**config.mk**
```make
export PLATFORM = sky130hd
export DESIGN_NAME = dmem_arbiter
export DESIGN_NICKNAME = d
export VERILOG_FILES = /design/src/rtl/dmem_arbiter.sv
export SDC_FILE = /design/constraint.sdc
export NUM_CORES = 1
export LEC_CHECK = 0
export BUFFER_PORTS_ARGS = -buffer_cell sky130_fd_sc_hd__buf_2
export CORE_ASPECT_RATIO = 0.5
export CORE_UTILIZATION = 28
export DETAILED_ROUTE_END_ITERATION = 10
export GPL_TIMING_DRIVEN = 0
export MAX_ROUTING_LAYER = met4
export PLACE_DENSITY = 0.63
export SYNTH_ARGS = -nofsm -noshare
export SYNTH_HDL_FRONTEND = slang
export SYNTH_SLANG_ARGS = --single-unit
```
**constraint.sdc**
```tcl
create_clock -name CLK -period 2.6 [get_ports CLK]
set_input_delay 0.52 -clock CLK [delete_from_list [all_inputs] [get_ports CLK]]
set_output_delay 0.52 -clock CLK [all_outputs]
set_load 0.005 [all_outputs]
```
**src/rtl/dmem_arbiter.sv**
```systemverilog
// rtl/dmem_arbiter.sv - two-requester arbiter for the single-port data RAM
// CORE (0) and DMA (1) share one RAM; each granted access takes IDLE -> ACCESS -> RESP.
module dmem_arbiter #(
    parameter int DATA_W    = 32,
    parameter int ADD_W     = 10,
    parameter int PRIO_MODE = 0
) (
    input  logic              CLK,
    input  logic              RSTa,
    input  logic              REQ0,
    input  logic              REQ1,
    input  logic              WE0,
    input  logic              WE1,
    input  logic [ADD_W-1:0]  ADDR0,
    input  logic [ADD_W-1:0]  ADDR1,
    input  logic [DATA_W-1:0] WDATA0,
    input  logic [DATA_W-1:0] WDATA1,
    output logic              ACK0,
    output logic              ACK1,
    output logic [DATA_W-1:0] RDATA,
    output logic [ADD_W-1:0]  RAM_ADDRESS,
    output logic [DATA_W-1:0] RAM_DATAIN,
    output logic              RAM_WR,
    input  logic [DATA_W-1:0] RAM_DATAOUT
);

    typedef enum logic [1:0] {IDLE, ACCESS, RESP} state_t;

    state_t state;
    state_t state_nxt;
    logic   gnt;
    logic   last_gnt;
    logic   win;
    logic   load;
    logic   capture;
    logic   release_ack;

    always_ff @(posedge CLK or posedge RSTa) begin
        if (RSTa) begin
            state <= IDLE;
        end else begin
            state <= state_nxt;
        end
    end

    always_comb begin
        state_nxt = state;
        case (state)
            IDLE:    if (REQ0 || REQ1) state_nxt = ACCESS;
            ACCESS:  state_nxt = RESP;
            RESP:    state_nxt = IDLE;
            default: state_nxt = IDLE;
        endcase
    end

    // On a tie, round-robin hands the grant to whoever did not win last time.
    always_comb begin
        win         = 1'b0;
        load        = 1'b0;
        capture     = 1'b0;
        release_ack = 1'b0;
        if (REQ0 && REQ1) begin
            win = (PRIO_MODE != 0) ? 1'b0 : ~last_gnt;
        end else begin
            win = REQ1;
        end
        case (state)
            IDLE:    load        = REQ0 || REQ1;
            ACCESS:  capture     = 1'b1;
            RESP:    release_ack = 1'b1;
            default: ;
        endcase
    end

    always_ff @(posedge CLK or posedge RSTa) begin
        if (RSTa) begin
            gnt         <= 1'b0;
            last_gnt    <= 1'b1;
            ACK0        <= 1'b0;
            ACK1        <= 1'b0;
            RDATA       <= '0;
            RAM_ADDRESS <= '0;
            RAM_DATAIN  <= '0;
            RAM_WR      <= 1'b0;
        end else begin
            if (load) begin
                gnt         <= win;
                RAM_ADDRESS <= win ? ADDR1  : ADDR0;
                RAM_DATAIN  <= win ? WDATA1 : WDATA0;
                RAM_WR      <= win ? WE1    : WE0;
            end
            if (capture) begin
                if (!RAM_WR) RDATA <= RAM_DATAOUT;
                RAM_WR   <= 1'b0;
                ACK0     <= ~gnt;
                ACK1     <= gnt;
                last_gnt <= gnt;
            end
            if (release_ack) begin
                ACK0 <= 1'b0;
                ACK1 <= 1'b0;
            end
        end
    end

endmodule

```
==> results.json, run 1 <==
{
  "status": "finished, final reports clean",
  "viasPerCell": 4.37,
  "min_path_type": "in -> async",
  "synth_edf_count": 0,
  "dpl_cell_area_sq_mm": 0.00475,
  "p_comb_share_pct": 40.9,
  "yosysUniqueCellTypes": 24,
  "clkPwrFrac_pct": 22.8,
  "fin_nets": 666,
  "tightest_slew_ns": 0.343,
  "syn_area_sq_mm": 0.00353,
  "cts_resized": 0,
  "p_per_area_mw_per_mm2": 1200,
  "min_period_ns": 1.72,
  "yosysWarnings": 0,
  "p_switching_mw": 2.02,
  "grt_pass1_wl_um": 14400,
  "postSynthCellCount": 330,
  "ir_worst_vdd_mv": 0.368,
  "hold-worst-slack_ns": 0.126,
  "intPower_mw": 4.11,
  "die_area_sq_mm": 0.0131,
  "drt_iter0_markers": 161,
  "cts.htree.levels": 3,
  "wl_per_cell_um": 13.4,
  "antenna_found_initial": 0,
  "worst_slack_ns": 0.883,
  "slew_headroom_pct": 77.1,
  "io_pins": 199,
  "num_rows": 28,
  "cts_sinks": 81,
  "slew_viol_final": 0,
  "syn-mean-instance-area_sq_um": 10.7,
  "seq_area_frac_synth_pct": 57.5,
  "r2r_start": "state[1]",
  "drive_above_1_share_pct": 51.8,
  "gp_congestion": 0.784,
  "ctsHoldBuffers": 0,
  "leakagePower_nw": 2.52,
  "setup_viol": 0,
  "grtUsageTotal_pct": 14.8,
  "finalWirelength_um": 9520,
  "grt_max_degree": 64,
  "final_common_cell": "buf_2",
  "syn_to_final_growth_pct": 44.2,
  "cts_tree": "built",
  "worstSetupPathType": "reg -> reg",
  "portBuffers": 198,
  "fin_area_sq_mm": 0.00508,
  "grt-ovfl-total": 0,
  "clock_path_buffers": 2,
  "skew_ns": 0.00537,
  "ant_nets": 0,
  "critPathLaunchType": "register",
  "grt_pass1_vias": 2935,
  "pwr-share-seq_pct": 36.3,
  "async_reset_ff_share_pct": 100,
  "cts_setup_buffers": 0,
  "cts-root-buf": "clkbuf_16",
  "vias": 3100,
  "die_x_um": 161,
  "worst-path-max-fanout": 10,
  "die_y_um": 81.4,
  "timing.fmax_mhz": 582,
  "drv_cap": 0,
  "r2r_end": "RDATA[1]",
  "timing_hold_violations_final": 0,
  "switching_share_pct": 33.0,
  "r2r_cells": 6,
  "arrival_ns": 1.93,
  "syn_nets": 456,
  "diodes": 0,
  "rsz0062_at_grt": "no",
  "final_cell_mix": "buf_2 (206), dfrtp_1 (80), a21oi_1 (76)",
  "clk_pin_slew_ns": 0.06,
  "drtPass1Iterations": 4,
  "r2r_setup_slack_ns": 0.88,
  "place_inst": 694,
  "clk_latency_ns": 0.33,
  "ys_ff_latch": 81,
  "hpwl_um": 7150,
  "fin_crit_sh_pct": 66.1,
  "end_kind": "register",
  "drcViolationCount": 0,
  "dp_slack_ns": 0.852,
  "critPathRequiredTime_ns": 2.81,
  "coreArea_sq_mm": 0.0121,
  "total_power_mw": 6.13,
  "synth_ff_type": "dfrtp_1",
  "numCtsBuffers": 9,
  "start_util_pct": 29.3,
  "fin_cells": 709
}
## layout make-up
| type | count | area (sq um) |
|---|---|---|
| fill | 1224 | 6970 |
| sequential | 81 | 2030 |
| multi-input combinational | 223 | 1330 |
| timing repair buffer | 199 | 1020 |
| clock buffer | 13 | 270 |
| tap | 165 | 206 |
| buffer | 22 | 158 |
| clock inverter | 2 | 60.1 |
| inverter | 4 | 17.5 |
## cells by family (layout without fill, tap and decap cells)
group / Yosys count / in the layout / share of synthesized area [%]
adder cells (fa/ha/maj): 4 / 4 / 1.42
multiplexers: 35 / 35 / 11.2
flip-flops: 81 / 81 / 57.5
AO/OA/AOI/OAI: 93 / 93 / 15.1
buffers and inverters: 26 / 240 / 4.90
AND/OR/NAND/NOR: 91 / 91 / 9.87
## power groups by stage
stage | Clock, mW | Sequential (mW) | Combinational (mW)
global placement | 0 | 2.22 | 2.51
global route | 1.48 | 2.31 | 2.80
detailed placement | 0 | 2.25 | 2.56
floorplan | 0 | 2.31 | 1.42
finish | 1.40 | 2.22 | 2.51
CTS | 1.43 | 2.23 | 2.56
## cell usage after synthesis, types with 2 or more instances
cell type	number	area [sq um]
a21oi_1	76	380
a21oi_2	9	78.8
buf_2	8	40.0
buf_4	9	67.6
buf_6	4	45.0
dfrtp_1	80	2000
ha_1	4	50.1
inv_1	4	15.0
mux2_1	2	22.5
mux2_2	33	372
nand2_1	44	165
nor2_1	45	169
## sequential cells by signal (all words and copies together), names as in the netlist
register and cells:
ACK0 1, RDATA 32, state 2, gnt 1, ACK1 1, last_gnt 1
RAM_WR 1, RAM_ADDRESS 10, RAM_DATAIN 32
## worst max-delay path by stage
stage | startpoint | cells after the start | endpoint | slack (ns)
final | state[1] | 6 | RDATA[1] | 0.88
after global routing | state[1] | 6 | RDATA[1] | 0.74
after CTS | state[1] | 6 | RDATA[4] | 0.84
after detailed placement | state[1] | 6 | RDATA[4] | 0.85
after global placement | RSTa | 2 | RAM_DATAIN[4] | -1.13
after floorplan | RSTa | 1 | ACK0 | 0.002
## metal layers
metal	GRT usage (%)	wire length [um]	vias up
met2	26.8	5300	58
li1	-	-	1537
met3	4.03	384	9
met4	5.57	126	0
met5	-	0	-
met1	15.8	3710	1496
## critical path: stages, from the launching register on
cell	delay [ns]
dfrtp_1	0.39
inv_1	0.11
ha_1	0.21
nor2b_1	0.16
clkbuf_2	0.17
buf_4	0.20
mux2_2	0.35
## per-stage QoR
step,TNS (ns),utilization [%]
after floorplan,0,-
after CTS,0,42.2
after global routing,0,42.2
after global placement,-89.98,39.2
after detailed placement,0,39.4
final,0,42.2
No activity file was read; power rests on OpenSTA's default activity.
==> inputs of run 2 (changes only) <==
clock period = 1.4 ns   (was 2.6 ns; I/O delays follow)
==> run 2 against run 1 <==
Effect of this change:
- the run now ends with setup timing left
- clock skew up 0.0012 ns
- largest power group unchanged
- wire length rose by 7.9%
- highest routed layer unchanged
- non-clock buffer count is 12 higher
- clock power up 110%
- via count up 4.7%
- core utilization is 5.3 points higher
- cell count rose by 1.8%
==> results.json, run 2 (synthesized netlist as in run 1, its figures left out) <==
{
  "critPathLaunchType": "register",
  "min_path_type": "in -> async",
  "grt_max_degree": 37,
  "antenna_found_initial": 0,
  "final_common_cell": "buf_2",
  "total_power_mw": 13.6,
  "max_stage_delay_ns": 0.39,
  "ir_worst_vdd_mv": 0.739,
  "cts.htree.levels": 3,
  "grt_pass1_vias": 3082,
  "drive_above_1_share_pct": 58.9,
  "clk_pin_slew_ns": 0.06,
  "die_area_sq_mm": 0.0131,
  "clock_path_buffers": 2,
  "viasPerCell": 4.50,
  "vias": 3246,
  "fin_area_sq_mm": 0.00573,
  "drtPass1Iterations": 5,
  "critPathSlowestCell": "dfrtp_1",
  "crit_chain": "inv_2 -> ha_4 -> nor2b_4 -> clkbuf_16 -> buf_12 -> mux2_4",
  "grt_pass1_wl_um": 15300,
  "setup_viol": 49,
  "clk_latency_ns": 0.34,
  "finalWirelength_um": 10300,
  "die_x_um": 161,
  "arrival_ns": 1.71,
  "slew_viol_final": 0,
  "cts_sinks": 81,
  "min_period_ns": 1.49,
  "leakagePower_nw": 2.80,
  "setup_tns_ns": -2.39,
  "ant_nets": 0,
  "critPathRequiredTime_ns": 1.62,
  "grt-ovfl-total": 0,
  "reg.largest.list": "RAM_DATAIN: 32 flops, RDATA: 32 flops, RAM_ADDRESS: 10 flops",
  "end_kind": "register",
  "numCtsBuffers": 9,
  "tightest_slew_ns": 0.601,
  "dp_slack_ns": -0.272,
  "start_util_pct": 29.3,
  "gp_congestion": 0.765,
  "cts-root-buf": "clkbuf_16",
  "coreArea_sq_mm": 0.0121,
  "die_y_um": 81.4,
  "drv_cap": 0,
  "status": "finished, violations left",
  "diodes": 0,
  "worst_slack_ns": -0.0909,
  "p_per_area_mw_per_mm2": 2370,
  "io_pins": 199,
  "dpl_cell_area_sq_mm": 0.00482,
  "fin_crit_sh_pct": 106,
  "grtUsageTotal_pct": 15.9,
  "violations": "setup timing",
  "final_cell_mix": "buf_2 (198), dfrtp_1 (80), a21oi_1 (72)",
  "portBuffers": 198,
  "drcViolationCount": 0,
  "fin_nets": 678,
  "cts_tree": "built",
  "hpwl_um": 7260,
  "syn_to_final_growth_pct": 62.4,
  "wl_per_cell_um": 14.2,
  "fin_util_pct": 47.5,
  "drt_iter0_markers": 119,
  "timing_hold_violations_final": 0,
  "worst-path-max-fanout": 10,
  "skew_ns": 0.00658,
  "timing.fmax_mhz": 671,
  "slew_headroom_pct": 59.8,
  "rsz0062_at_grt": "yes",
  "worstSetupPathType": "reg -> reg",
  "num_rows": 28
}
-- run 2: changes by cell type in the layout (fill, tap and decap cells not counted), moves of 5 or more --
| cell | previous run | this run |
|---|---|---|
| mux2_4 | 0 | 31 |
| mux2_2 | 33 | 4 |
| nor2_1 | 45 | 26 |
| nor2_2 | 0 | 11 |
| buf_2 | 206 | 198 |
| nor2_4 | 0 | 8 |
| clkbuf_16 | 9 | 15 |
| buf_6 | 4 | 9 |
-- run 2: final timing paths --
kind	start	end	slack [ns]	cells past startpoint
min	RSTa	RDATA[20]	0.008	2
max	state[1]	RDATA[9]	-0.09	6
max in group asynchronous	RSTa	last_gnt	0.75	3
min in group CLK	WDATA0[29]	RAM_DATAIN[29]	0.16	3
min reg2reg	RDATA[4]	RDATA[4]	0.50	1
max reg2reg	state[1]	RDATA[9]	-0.09	6
-- run 2: final cells by class --
cell class | count | area [sq um]
buffer | 21 | 273
multi-input combinational | 223 | 1590
clock inverter | 7 | 141
fill | 1169 | 6320
clock buffer | 9 | 225
inverter | 4 | 18.8
timing repair buffer | 212 | 1240
sequential | 81 | 2030
tap | 165 | 206
-- run 2: power by group --
part / total [mW] / switching (mW) / internal, mW
Sequential: 4.27 / 0.708 / 3.57
Clock: 2.90 / 0.971 / 1.93
Combinational: 6.42 / 2.72 / 3.70
-- run 2: worst max-delay path: cells and delay by family, from the launching register on --
kind / cells / cell delay (ns)
buffers and inverters: 3 / 0.40
DFF: 1 / 0.39
muxes: 1 / 0.31
and+or+nand+nor: 1 / 0.15
adders and majority gates: 1 / 0.13
-- run 2: metal layers --
| metal | wire length, um | global-route usage (%) |
|---|---|---|
| met1 | 4360 | 17.6 |
| met3 | 392 | 4.03 |
| met5 | 0 | - |
| met4 | 171 | 5.75 |
| met2 | 5340 | 28.4 |
-- run 2: per-stage QoR --
step | hold slack, ns | cells
after CTS | 0.0177 | 717
after global placement | 0.484 | 693
after global routing | 0.0414 | 722
after detailed placement | 0.384 | 695
final | 0.00810 | 722
after floorplan | 0.409 | 330
-- run 2: timing repair --
| item | CTS | global route |
|---|---|---|
| cloned | 1 | 5 |
| pin swaps | 0 | 1 |
| hold endpoints to repair | 0 | 0 |
| hold buffers | 0 | 0 |
| setup endpoints to repair | 74 | 74 |
| gates resized for setup | 51 | 46 |
| setup buffers | 5 | 1 |
